<file path="config.mk">
export PLATFORM = sky130hd
export DESIGN_NAME = image_rx_buffer_flat
export DESIGN_NICKNAME = d
export VERILOG_FILES = /design/src/rtl/img_buf_pkg.sv /design/src/rtl/image_rx_buffer_if.sv /design/src/rtl/image_rx_buffer.sv /design/src/flat_wrapper.sv
export SDC_FILE = /design/constraint.sdc
export NUM_CORES = 2
export LEC_CHECK = 0
export BUFFER_PORTS_ARGS = -buffer_cell sky130_fd_sc_hd__clkbuf_2
export CELL_PAD_IN_SITES_DETAIL_PLACEMENT = 0
export CELL_PAD_IN_SITES_GLOBAL_PLACEMENT = 2
export CORE_MARGIN = 2
export CORE_UTILIZATION = 31
export DETAILED_ROUTE_END_ITERATION = 16
export PLACE_DENSITY_LB_ADDON = 0.1
export SLEW_MARGIN = 20
export SYNTH_ARGS = -nofsm -noshare
export SYNTH_HDL_FRONTEND = slang
export SYNTH_SLANG_ARGS = --single-unit
</file>
<file path="constraint.sdc">
create_clock -name clk -period 31.6 [get_ports clk]
set_input_delay 6.32 -clock clk [delete_from_list [all_inputs] [get_ports clk]]
set_output_delay 6.32 -clock clk [all_outputs]
set_load 0.005 [all_outputs]
</file>
<file path="src/rtl/img_buf_pkg.sv">
// Shared constants and types for the image receive buffer.
// The BNN interface takes its image width from here as well.
package img_buf_pkg;

  localparam int IMG_BITS  = 904;
  localparam int BYTE_W    = 8;
  localparam int NUM_BYTES = IMG_BITS / BYTE_W;
  localparam int CNT_W     = $clog2(NUM_BYTES + 1);
  localparam int IDX_W     = $clog2(IMG_BITS);

  typedef enum logic {
    FILLING = 1'b0,
    FULL    = 1'b1
  } img_buf_state_t;

  // Lowest bit of slot k; slot 0 sits at the MSB end.
  function automatic int slot_lo(input int k);
    return (NUM_BYTES - 1 - k) * BYTE_W;
  endfunction

endpackage

</file>
<file path="src/rtl/image_rx_buffer_if.sv">
// Byte-stream in, image word and status out.
// master = producer/consumer side, slave = the buffer.
interface img_rx_if;
  import img_buf_pkg::*;

  logic [BYTE_W-1:0]   rx_byte;
  logic                rx_valid;
  logic                rx_ready;
  logic                buffer_clear;
  logic [IMG_BITS-1:0] img_out;
  logic                img_buffer_full;
  logic [CNT_W-1:0]    byte_count;
  logic                overflow;

  modport master (
    output rx_byte,
    output rx_valid,
    output buffer_clear,
    input  rx_ready,
    input  img_out,
    input  img_buffer_full,
    input  byte_count,
    input  overflow
  );

  modport slave (
    input  rx_byte,
    input  rx_valid,
    input  buffer_clear,
    output rx_ready,
    output img_out,
    output img_buffer_full,
    output byte_count,
    output overflow
  );

endinterface

</file>
<file path="src/rtl/image_rx_buffer.sv">
// Packs a serial byte stream MSB-first into one image word.
// Holds the frame once full until cleared; tracks overflow.
module image_rx_buffer
  import img_buf_pkg::*;
(
  input  logic   clk,
  input  logic   rst,
  img_rx_if.slave bus
);

  if (IMG_BITS % BYTE_W != 0) begin : g_width_chk
    $error("IMG_BITS must be a multiple of BYTE_W");
  end

  img_buf_state_t      r_state;
  logic [IMG_BITS-1:0] r_img;
  logic [CNT_W-1:0]    r_cnt;
  logic                r_full;
  logic                r_ovf;

  logic [IDX_W-1:0]    w_lo;
  logic                w_last;

  assign w_lo   = IDX_W'(slot_lo(int'(r_cnt)));
  assign w_last = (r_cnt == CNT_W'(NUM_BYTES - 1));

  // Clear outranks any byte strobe in the same cycle.
  always_ff @(posedge clk or posedge rst) begin
    if (rst) begin
      r_state <= FILLING;
      r_img   <= '0;
      r_cnt   <= '0;
      r_full  <= 1'b0;
      r_ovf   <= 1'b0;
    end else if (bus.buffer_clear) begin
      r_state <= FILLING;
      r_img   <= '0;
      r_cnt   <= '0;
      r_full  <= 1'b0;
      r_ovf   <= 1'b0;
    end else begin
      unique case (r_state)
        FILLING: begin
          if (bus.rx_valid) begin
            r_img[w_lo +: BYTE_W] <= bus.rx_byte;
            r_cnt <= r_cnt + CNT_W'(1);
            if (w_last) begin
              r_state <= FULL;
              r_full  <= 1'b1;
            end
          end
        end
        FULL: begin
          if (bus.rx_valid) begin
            r_ovf <= 1'b1;
          end
        end
        default: begin
          r_state <= FILLING;
        end
      endcase
    end
  end

  assign bus.rx_ready        = (r_state == FILLING);
  assign bus.img_out         = r_img;
  assign bus.img_buffer_full = r_full;
  assign bus.byte_count      = r_cnt;
  assign bus.overflow        = r_ovf;

endmodule
</file>
<file path="src/flat_wrapper.sv">
// flat-port wrapper written by rule: the top's interface ports become plain ports
module image_rx_buffer_flat import img_buf_pkg::*;
  (clk, rst, bus_rx_byte, bus_rx_valid, bus_buffer_clear, bus_rx_ready, bus_img_out, bus_img_buffer_full, bus_byte_count, bus_overflow);
  img_rx_if bus_i ();
  input  logic clk;
  input  logic rst;
  input wire logic [$bits(bus_i.rx_byte)-1:0] bus_rx_byte;
  input wire logic [$bits(bus_i.rx_valid)-1:0] bus_rx_valid;
  input wire logic [$bits(bus_i.buffer_clear)-1:0] bus_buffer_clear;
  output wire logic [$bits(bus_i.rx_ready)-1:0] bus_rx_ready;
  output wire logic [$bits(bus_i.img_out)-1:0] bus_img_out;
  output wire logic [$bits(bus_i.img_buffer_full)-1:0] bus_img_buffer_full;
  output wire logic [$bits(bus_i.byte_count)-1:0] bus_byte_count;
  output wire logic [$bits(bus_i.overflow)-1:0] bus_overflow;
  assign bus_i.rx_byte = bus_rx_byte;
  assign bus_i.rx_valid = bus_rx_valid;
  assign bus_i.buffer_clear = bus_buffer_clear;
  assign bus_rx_ready = bus_i.rx_ready;
  assign bus_img_out = bus_i.img_out;
  assign bus_img_buffer_full = bus_i.img_buffer_full;
  assign bus_byte_count = bus_i.byte_count;
  assign bus_overflow = bus_i.overflow;
  image_rx_buffer u_core (.clk(clk), .rst(rst), .bus(bus_i));
endmodule
</file>
==> flow_metrics.tcl <==
set metrics [dict create \
    synth_ff_type "dfrtp_1" \
    die_h_um 357 \
    design_area_um2 48800 \
    fin_crit_sh_pct 30.0 \
    drv_slew 0 \
    vias_per_cell 5.31 \
    hold_violations 0 \
    place_area_um2 45300 \
    syn_area_um2 38700 \
    firstDrtPassIters 5 \
    hold-path-cell-count 1 \
    regToRegSetupSlack_ps 25920 \
    cp-end-kind "register" \
    cts_hold_buf 0 \
    reg2reg_from "u_core.bus.byte_count[1]" \
    die-area_um2 128000 \
    ys_seq_area_share_pct 59.1 \
    synth_fa_ha_area_share_pct 0.162 \
    cap_violations 0 \
    async_reset_ff_share_pct 100 \
    worstPathArrival_ps 10070 \
    r2r_cells 10 \
    dr_total_vias 31700 \
    ir_drop_mv 0.0452 \
    worstSetupPathType "in -> reg" \
    rsz0062_at_grt "no" \
    clk_root_buffer_cell "clkbuf_16" \
    syn_area_per_cell_um2 11.4 \
    gr-total-overflow 0 \
    syn_to_final_growth_pct 25.9 \
    grt_pass1_vias 32100 \
    hp-start "u_core.bus.img_out[403]" \
    finalClockSkew_ps 40.1 \
    synth-compound-area-share_pct 13.9 \
    layoutNonFillerInstCount 5966 \
    synth_cell_type_count 85 \
    crit_start "bus_buffer_clear" \
    cp_max_fo 103 \
    clk_pin_slew_ps 60 \
    yosys_warnings 0 \
    grt_max_degree 156 \
    synth_top_family_by_area "compound AO/OA/AOI/OAI gates" \
    hold_end "u_core.bus.img_out[403]" \
    core_area_um2 124000 \
    final_antenna_net_count 0 \
    wire_per_inst_um 30.7 \
    place.detailed.hpwl_um 129000 \
    rows 129 \
    cts_made_buffers 106 \
    drtIter0Drc 2557 \
    p_leak_uw 0.0246 \
    hold_class "reg -> reg" \
    clock_path_buffers 3 \
    wl_um 183000 \
    finalSetupViolations 0 \
    muxShareOfSynthArea_pct 11.3 \
    final_nets 4267 \
    cts_resized 0 \
    io_pins 926 \
    portBuffers 925 \
    synth-seq-cells 914 \
    fin_tns_setup_ps 0 \
    hold_slack_ps 489 \
    startpoint_type "primary input" \
    synth_edf_count 0 \
    worst_pin_slew_ps 1130 \
    cellPowerDensity_nw_per_um2 52.5 \
    layout-drive-gt1-share_pct 30.0 \
    relSlewSlack_pct 24.5 \
    outcome "completed" \
    reg2reg_to "u_core.bus.img_out[377]" \
    cts_setup_buffers 0 \
    antenna_found_initial 3 \
    initial_core_util_pct 31.3 \
    insertion_delay_ps 710 \
    grt_pass1_wl_um 257000 \
    n_antenna_cell 0 \
    die_w_um 357 \
    final.min_clock_period_ps 9490 \
    track_usage_pct 27.9 \
    fmax_mhz 105 \
    cts_tree "yes" \
    cp.required_ps 32180 \
    synthSimpleGateAreaFrac_pct 12.3 \
    power_uw 2560 \
    syn-num-nets 3407 \
    synth_xor_area_share_pct 0.226 \
    synthCells 3390 \
    gp_congestion 0.799 \
    drc 0 \
    placedCellCount 5778 \
    htree_levels 3 \
    clkSinkCount 914 \
]
[cells by family (layout without fill, tap and decap cells)]
| group | after synthesis | after routing |
|---|---|---|
| simple gates | 1047 | 1047 |
| flops | 914 | 914 |
| compound gates | 681 | 681 |
| mux | 436 | 436 |
| buf+inv | 297 | 1236 |
| xor+xnor | 10 | 10 |
| fa+ha+maj | 5 | 5 |
[worst max-delay path by stage]
stage | to | slack (ps) | depth (start not counted)
2_1_floorplan | u_core.bus.byte_count[0] | 12700 | 1
3_3_place_gp | u_core.bus.img_out[484] | 21500 | 8
3_5_place_dp | u_core.bus.img_out[855] | 21480 | 8
4_1_cts | u_core.bus.img_out[849] | 22230 | 8
5_1_grt | u_core.bus.img_out[612] | 21950 | 8
6_report | u_core.bus.img_out[817] | 22110 | 8
[cells in the mapped netlist (8+ instances only)]
cell type    n  share of area (%)
buf_1       21               0.20
and2_1       8               0.13
o21ai_1     19               0.25
a22o_1     112                2.5
nand4_1     25               0.40
o32ai_1     25               0.57
nand4_2      9               0.29
nand2_1    517                5.0
o31ai_1     11               0.21
and3_1      10               0.16
dfrtp_1    914                 59
a31oi_1     19               0.31
o21ai_0     93                1.2
a21oi_1    102                1.3
nor3_1      58               0.75
buf_2       31               0.40
o2bb2ai_1  104                2.4
nor4_1      10               0.16
o211ai_1    30               0.58
inv_1       30               0.29
clkbuf_1   204                2.0
nand3_1    151                2.0
a32o_1      78                2.0
mux2i_1    433                 11
nor2_1     170                1.6
nand2b_1     8               0.13
a31o_2      32               0.72
or3_1       34               0.55
[worst max-delay path, cell delays in order]
cell and delay (ps):
clkbuf_8 270, inv_8 230, nand2_1 640, nand2_1 440
a211oi_4 750, buf_4 470, a41oi_1 430, a32o_1 370
[metrics by stage]
stage / setup WS [ps] / util [%]
after floorplan: 12700 / -
after global placement: 21500 / 36.6
after detailed placement: 21480 / 36.6
after CTS: 22230 / 39.4
after global routing: 21950 / 39.4
final: 22110 / 39.4
[flip-flops by register name, indices dropped and copies added (netlist names)]
signal,flops
u_core.r_state,1
u_core.bus.overflow,1
u_core.bus.img_buffer_full,1
u_core.bus.img_out,904
u_core.bus.byte_count,7
[report_power, final]
part / internal (uW) / switching (uW)
clock network: 719 / 518
registers: 1170 / 1.88
logic: 21.0 / 126
total: 1910 / 645
[routing by layer]
metal	global-route usage (%)	wire length, um	share of wire (%)	vias to the layer above
li1	-	-	-	14000
met1	35.6	76300	42	16500
met3	6.47	11200	6.1	229
met2	46.8	89900	49	979
met5	0	13	0.0071	-
met4	8.88	5950	3.2	2
[cells in the final DEF, fill, tap and decap left out, types with 86 or more instances in the layout]
| cell type | netlist | layout |
|---|---|---|
| o21ai_0 | 93 | 93 |
| mux2i_1 | 433 | 433 |
| o2bb2ai_1 | 104 | 104 |
| dfrtp_1 | 914 | 914 |
| buf_4 | 6 | 86 |
| nor2_1 | 170 | 166 |
| a22o_1 | 112 | 112 |
| nand2_1 | 517 | 514 |
| nand3_1 | 151 | 150 |
| a21oi_1 | 102 | 101 |
| clkbuf_2 | 1 | 924 |
| clkbuf_16 | 0 | 108 |
[cell type report]
type | instances | area, um2
clock buffers | 161 | 3120
flip-flops and latches | 914 | 22900
inverters | 33 | 135
multi-input cells | 2179 | 14900
clock inverters | 26 | 313
fillers | 12600 | 75000
repair buffers | 1016 | 5390
well taps | 1637 | 2050
Power figures use the tool's default switching activity.
